### src/rtl/poly_downsample_slicer.sv
// Symbol-rate slicer placed after the polyphase FIR: counts sample phase and emits
// one sign decision per channel per symbol, with phase changes deferred to symbol boundaries.
module poly_downsample_slicer #(
  parameter int NB_DATA    = 8,
  parameter int N_OVERSAMP = 4,
  parameter int NB_PHASE   = 2,
  parameter int N_CH       = 2
) (
  input  logic                      clock,
  input  logic                      i_reset,
  input  logic                      i_enable,
  input  logic [N_CH*NB_DATA-1:0]   i_data,
  input  logic [NB_PHASE-1:0]       i_sel_phase,
  output logic [N_CH-1:0]           o_bit,
  output logic                      o_valid,
  output logic                      o_reset_sinc,
  output logic [NB_PHASE-1:0]       o_phase
);

  localparam int                  CNT_W    = (N_OVERSAMP > 1) ? $clog2(N_OVERSAMP) : 1;
  localparam logic [CNT_W-1:0]    CNT_LAST = CNT_W'(N_OVERSAMP - 1);
  localparam logic [NB_PHASE:0]   N_OS_EXT = (NB_PHASE + 1)'(N_OVERSAMP);

  logic [CNT_W-1:0]    cnt_q, cnt_d;
  logic [NB_PHASE-1:0] phase_act_q, phase_act_d;
  logic [NB_PHASE-1:0] pend_val_q, pend_val_d;
  logic                pend_flag_q, pend_flag_d;
  logic [N_CH-1:0]     bit_q, bit_d;
  logic                valid_q, valid_d;
  logic                sinc_q, sinc_d;

  logic is_last;
  logic is_decision;
  logic apply;
  logic sel_in_range;

  always_comb begin
    cnt_d        = cnt_q;
    phase_act_d  = phase_act_q;
    pend_val_d   = pend_val_q;
    pend_flag_d  = pend_flag_q;
    bit_d        = bit_q;
    valid_d      = 1'b0;
    sinc_d       = 1'b0;

    is_last      = (cnt_q == CNT_LAST);
    is_decision  = (NB_PHASE'(cnt_q) == phase_act_q);
    apply        = i_enable && is_last && pend_flag_q;
    sel_in_range = ({1'b0, i_sel_phase} < N_OS_EXT);

    if (i_enable) begin
      cnt_d = is_last ? '0 : cnt_q + CNT_W'(1);
      if (is_decision) begin
        valid_d = 1'b1;
        for (int k = 0; k < N_CH; k++) begin
          bit_d[k] = i_data[k*NB_DATA + NB_DATA - 1];
        end
      end
    end

    // The decision above still used the old phase; the new one takes effect next symbol.
    if (apply) begin
      phase_act_d = pend_val_q;
      pend_flag_d = 1'b0;
      sinc_d      = 1'b1;
    end

    // Requests compare against the phase that will be active after this edge, so a
    // request arriving on an apply edge waits for the following boundary.
    if (sel_in_range) begin
      if (i_sel_phase == phase_act_d) begin
        pend_flag_d = 1'b0;
      end else begin
        pend_val_d  = i_sel_phase;
        pend_flag_d = 1'b1;
      end
    end
  end

  always_ff @(posedge clock or negedge i_reset) begin
    if (!i_reset) begin
      cnt_q       <= '0;
      phase_act_q <= '0;
      pend_val_q  <= '0;
      pend_flag_q <= 1'b0;
      bit_q       <= '0;
      valid_q     <= 1'b0;
      sinc_q      <= 1'b0;
    end else begin
      cnt_q       <= cnt_d;
      phase_act_q <= phase_act_d;
      pend_val_q  <= pend_val_d;
      pend_flag_q <= pend_flag_d;
      bit_q       <= bit_d;
      valid_q     <= valid_d;
      sinc_q      <= sinc_d;
    end
  end

  assign o_bit        = bit_q;
  assign o_valid      = valid_q;
  assign o_reset_sinc = sinc_q;
  assign o_phase      = phase_act_q;

endmodule

### config.mk
export PLATFORM = sky130hd
export DESIGN_NAME = poly_downsample_slicer
export DESIGN_NICKNAME = d
export VERILOG_FILES = /design/src/rtl/poly_downsample_slicer.sv
export SDC_FILE = /design/constraint.sdc
export NUM_CORES = 1
export LEC_CHECK = 0
export CAP_MARGIN = 10
export CORE_UTILIZATION = 35
export CTS_BUF_LIST = sky130_fd_sc_hd__clkbuf_8 sky130_fd_sc_hd__clkbuf_16
export DETAILED_ROUTE_END_ITERATION = 10
export GPL_TIMING_DRIVEN = 0
export PLACE_DENSITY = 0.73
export SLEW_MARGIN = 20
export SYNTH_ARGS = -nofsm -noshare
export SYNTH_HDL_FRONTEND = slang
export SYNTH_SLANG_ARGS = --single-unit
### constraint.sdc
create_clock -name clock -period 1.9 [get_ports clock]
set_input_delay 0.19 -clock clock [delete_from_list [all_inputs] [get_ports clock]]
set_output_delay 0.19 -clock clock [all_outputs]
set_load 0.005 [all_outputs]
==> results of run 1 <==
worst register-to-register path, delay by kind of cell (launching register included):
family / cells / cell delay [ns]
multiplexers: 1 / 0.32
flip-flops: 1 / 0.41
AO/OA/AOI/OAI: 1 / 0.07
adder cells (fa/ha/maj): 1 / 0.25
AND/OR/NAND/NOR: 1 / 0.14
XOR/XNOR: 1 / 0.16
per-layer routing:
layer | part of all wire, % | global-route usage, %
met1 | 49 | 14.3
met4 | 0 | 7.76
met5 | 0 | 0
met2 | 46 | 16.9
met3 | 4.9 | 5.00
flip-flops by register name, summed over array words and instances (netlist names):
signal,cells
pend_flag_q,1
o_reset_sinc,1
pend_val_q,2
o_phase,2
o_bit,2
cnt_q,2
o_valid,1
stage by stage:
stage          power (mW)  utilization, %  cells  hold WS, ns
6_report             1.14            52.0     72        0.299
5_1_grt              1.23            52.0     72        0.336
4_1_cts              1.16            52.0     72        0.312
3_5_place_dp        0.922            48.6     68        0.494
3_3_place_gp        0.904            48.6     68        0.489
2_1_floorplan       0.736               -     41       -0.106
logic make-up after synthesis:
| group | Yosys count |
|---|---|
| simple gates | 9 |
| flops | 11 |
| mux | 6 |
| fa+ha+maj | 1 |
| compound gates | 5 |
| xor+xnor | 5 |
| buf+inv | 4 |
power by group through the flow:
stage	sequential (mW)	combinational, mW	clock [mW]
CTS	0.443	0.477	0.235
detailed placement	0.447	0.475	0
floorplan	0.435	0.301	0
global placement	0.441	0.463	0
global route	0.458	0.518	0.250
finish	0.440	0.470	0.226
cell usage in the layout (no fill, tap or decap):
cell type	synthesis	routed
dfrtp_1	11	11
clkbuf_8	0	3
a21oi_1	2	2
nand3_1	3	3
clkdlybuf4s50_1	0	12
o21ai_2	1	1
nor2_1	4	4
xnor2_1	5	5
inv_1	4	5
nand3_4	1	1
mux2_2	4	4
and2_4	1	1
ha_1	1	1
a31oi_1	2	2
mux2_4	2	2
Yosys cell counts, drive strengths merged:
cell / number / share of area, %
nand3: 4 / 6.4
mux2: 6 / 15
xnor2: 5 / 8.6
ha: 1 / 2.5
dfrtp: 11 / 54
inv: 4 / 2.9
o21ai: 1 / 1.7
a31oi: 2 / 2.5
nor2: 4 / 2.9
and2: 1 / 1.7
a21oi: 2 / 2.0
how the worst max path moves through the flow:
| stage | startpoint | to | depth (start not counted) |
|---|---|---|---|
| finish | cnt_q[0]$_DFFE_PN0P_ | pend_flag_q$_DFF_PN0_ | 5 |
| global route | cnt_q[0]$_DFFE_PN0P_ | pend_flag_q$_DFF_PN0_ | 5 |
| CTS | cnt_q[0]$_DFFE_PN0P_ | pend_flag_q$_DFF_PN0_ | 5 |
| detailed placement | i_enable | pend_flag_q$_DFF_PN0_ | 5 |
| global placement | i_enable | pend_flag_q$_DFF_PN0_ | 5 |
| floorplan | cnt_q[0]$_DFFE_PN0P_ | pend_flag_q$_DFF_PN0_ | 5 |
layout make-up:
cell class / instances / area (µm²)
inverter: 4 / 15.0
clock buffer: 3 / 41.3
fill: 121 / 641
multi-input combinational: 26 / 219
timing repair buffer: 12 / 120
tap: 15 / 18.8
sequential: 11 / 275
clock inverter: 1 / 3.75
==> results.cfg, run 1 <==
[power]
clockPowerShare_pct = 19.9
p_per_area_mw_per_mm2 = 1640
p_int_mw = 0.792
power.switching_mw = 0.343
total_leakage_power_nw = 0.312
p_comb_share_pct = 41.4
seqPwrFrac_pct = 38.7
ir_drop_mv = 0.610
netSwitchingFraction_pct = 30.2

[routing]
first_iter_violations = 1
via_per_inst = 4.75
drc_errors = 0
num_vias = 342
ant_nets = 0
routedWlPerCell_um = 11.3
dr.pass1.iters = 2
wirelength_um = 813

[placed_design]
portBuffers = 12
place_congestion = 0.740
place_area_um2 = 648
dp_worst_setup_slack_ns = 0.286

[synth]
synth_fa_ha_area_share_pct = 2.46
synth_xor_area_share_pct = 8.60
synth_seq_cells = 11
avgSynthCellArea_um2 = 12.4
synth_cells = 41
synth_top_family_by_area = multiplexers
seq_area_frac_synth_pct = 54.1
yosysWarnings = 0
synth_mux_area_share_pct = 14.7
syn-cell-area_um2 = 509
ys_types = 13
yosys.area_share.simple_pct = 11.1
syn_nets = 63
synth-compound-area-share_pct = 6.14

[sta]
final-hold-violation-count = 0
setup_tns_ns = 0
report.final.setup_viol = 0
slew-limit-headroom_pct = 65.6
fin_crit_sh_pct = 77.8
report.final.slew_viol_count = 0
fin_skew_ns = 0.00216
period_needed_ns = 1.48
worst_slew_pin_slew_ns = 0.514
grt_setup_unrepaired = no
fmax_ghz = 0.676
timing.final.ws_setup_ns = 0.421

[cts]
cts_buffer_depth = 2
cts_tree = yes
postCtsSetupBuffers = 0
cts-htree-levels = 1
clkTransAtPathRegs_ns = 0.05
postCtsResizedCells = 0
cts-root-buf = clkbuf_8
postCtsHoldBufs = 0
cts.sinks = 11
clk_latency_ns = 0.23
numCtsBuffers = 3

[finish]
drive_gt1_share_pct = 21.1
finalNetCount = 80
syn2layout_area_growth_pct = 36.1
diodes = 0
finalInstanceArea_um2 = 693

[worst_setup_path]
end_kind = flip-flop
critical_path_arrival_ns = 1.60
cp.required_ns = 2.02
cp_max_fo = 7
crit_family = flip-flops
crit-reg2reg-launch = cnt_q[0]$_DFFE_PN0P_
critical_path_class = reg2reg
worst_path_largest_cell_delay_ns = 0.41
crit_slowest_cell = dfrtp_1
path_buf_inv = 0
rrSetupSlack_ns = 0.42
cp_cell_sequence = ha_1 -> nand3_4 -> mux2_4 -> xnor2_1 -> o21ai_2
worstReg2RegEnd = pend_flag_q$_DFF_PN0_
worst_r2r_path_depth = 5
cp-start-kind = flip-flop

[global_route]
antenna_found_initial = 0
grt_overflow = 0
grt_pass1_vias = 285
groute.usage.overall_pct = 11.8
grt_max_degree = 12
grt_pass1_wl_um = 1170

[die]
die_area_mm2 = 0.00161
die_w_um = 40.1
core_mm2 = 0.00133
start_util_pct = 38.2
fp-row-count = 13
die_h_um = 40.1
io_pins = 27

[flow_run]
maxCapViolCount = 0

[outcome]
status = complete, no violations

[hold_path]
hold_path.class = in2async
Power figures use the tool's default switching activity.
==> inputs of run 2 (changes only) <==
clock period = 1.5 ns   (was 1.9 ns; I/O delays follow)
==> run 2 against run 1 <==
Against the previous run:
- critical endpoint unchanged
- maximum frequency up 3.9%
- final cell count increased by 1.4%
- clock-buffer cell count unchanged
==> results.cfg, run 2 (synthesis results as in run 1) <==
[outcome]
status = complete, no violations

[worst_setup_path]
critical_path_class = reg2reg
critical_path_arrival_ns = 1.54
cp-start-kind = flip-flop
worst_r2r_path_depth = 5
end_kind = flip-flop
cp_max_fo = 7
cp.required_ns = 1.62

[sta]
worst_slew_pin_slew_ns = 0.514
period_needed_ns = 1.42
final-hold-violation-count = 0
slew-limit-headroom_pct = 65.7
grt_setup_unrepaired = no
fmax_ghz = 0.703
fin_crit_sh_pct = 94.9
timing.hold.ws_ns = 0.259
report.final.slew_viol_count = 0
fin_skew_ns = 0.00231
report.final.setup_viol = 0

[global_route]
grt_pass1_wl_um = 1170
grt_max_degree = 12
grt_pass1_vias = 285
antenna_found_initial = 0
groute.usage.overall_pct = 11.8
grt_overflow = 0

[finish]
mostFrequentLayoutCell = clkdlybuf4s50_1
finalNetCount = 81
syn2layout_area_growth_pct = 38.1
finish.utilization_pct = 52.7
final_cell_mix = 12 x clkdlybuf4s50_1, 11 x dfrtp_1, 5 x inv_1, 5 x xnor2_1
diodes = 0
drive_gt1_share_pct = 24.1

[routing]
first_iter_violations = 1
wirelength_um = 821
dr.pass1.iters = 2
num_vias = 345
routedWlPerCell_um = 11.2
drc_errors = 0
via_per_inst = 4.73
ant_nets = 0

[cts]
clkTransAtPathRegs_ns = 0.05
cts-root-buf = clkbuf_8
cts_tree = yes
postCtsHoldBufs = 0
clk_latency_ns = 0.23
cts.sinks = 11
cts_buffer_depth = 2
numCtsBuffers = 3
cts-htree-levels = 1

[placed_design]
place_congestion = 0.740
portBuffers = 12

[die]
die_area_mm2 = 0.00161
die_w_um = 40.1
die_h_um = 40.1
core_mm2 = 0.00133
fp-row-count = 13
io_pins = 27
start_util_pct = 38.2

[hold_path]
hold_path.class = in2async

[flow_run]
maxCapViolCount = 0

[power]
p_per_area_mw_per_mm2 = 2080
total_leakage_power_nw = 0.315
ir_drop_mv = 0.773
## run 2: per-layer routing
layer | share of wire, % | GRT usage, %
met1 | 49 | 14.3
met4 | 0 | 7.76
met3 | 4.9 | 5.00
met5 | 0 | 0
met2 | 46 | 16.9
## run 2: layout make-up
type	instances	area, µm²
Multi-Input combinational cell	26	221
Tap cell	15	18.8
Timing Repair Buffer	13	128
Clock buffer	3	41.3
Inverter	4	15.0
Fill cell	121	631
Clock inverter	1	3.75
Sequential cell	11	275
## run 2: report_power, final
part           internal, mW  switching (mW)  leakage [nW]
logic                 0.406           0.216         0.156
registers             0.438           0.117         0.132
clock network         0.179           0.107        0.0269
total                  1.02           0.440         0.315
## run 2: final timing paths
kind | start | endpoint | slack, ns
max in group asynchronous | i_reset | o_reset_sinc$_DFF_PN0_ | 0.90
setup reg to reg | cnt_q[0]$_DFFE_PN0P_ | pend_flag_q$_DFF_PN0_ | 0.08
hold reg to reg | o_bit[0]$_DFFE_PN0P_ | o_bit[0]$_DFFE_PN0P_ | 0.50
min in group clock | o_bit[0]$_DFFE_PN0P_ | o_bit[0]$_DFFE_PN0P_ | 0.50
hold / removal | i_reset | o_valid$_DFF_PN0_ | 0.26
setup / recovery | cnt_q[0]$_DFFE_PN0P_ | pend_flag_q$_DFF_PN0_ | 0.08
## run 2: critical path: stages, from the launching register on
cell	delay, ns
dfrtp_1	0.41
ha_2	0.22
nand3_4	0.13
mux2_4	0.32
xnor2_1	0.16
o21ai_2	0.07
## run 2: per-stage QoR
stage               instance area, µm²  setup TNS [ns]  setup slack (ns)  std cells  total power, mW
floorplan                          509               0            0.0959         41            0.933
global placement                   648         -0.0784           -0.0784         68             1.15
detailed placement                 648         -0.0743           -0.0743         68             1.17
CTS                                693               0            0.0176         72             1.46
global route                       703               0            0.0134         73             1.58
finish                             703               0            0.0772         73             1.46
## run 2: repair_timing
item                       in CTS  in global routing
setup endpoints to repair       0                  1
hold endpoints to repair        0                  0
resized for setup               0                  1
setup buffers                   0                  1
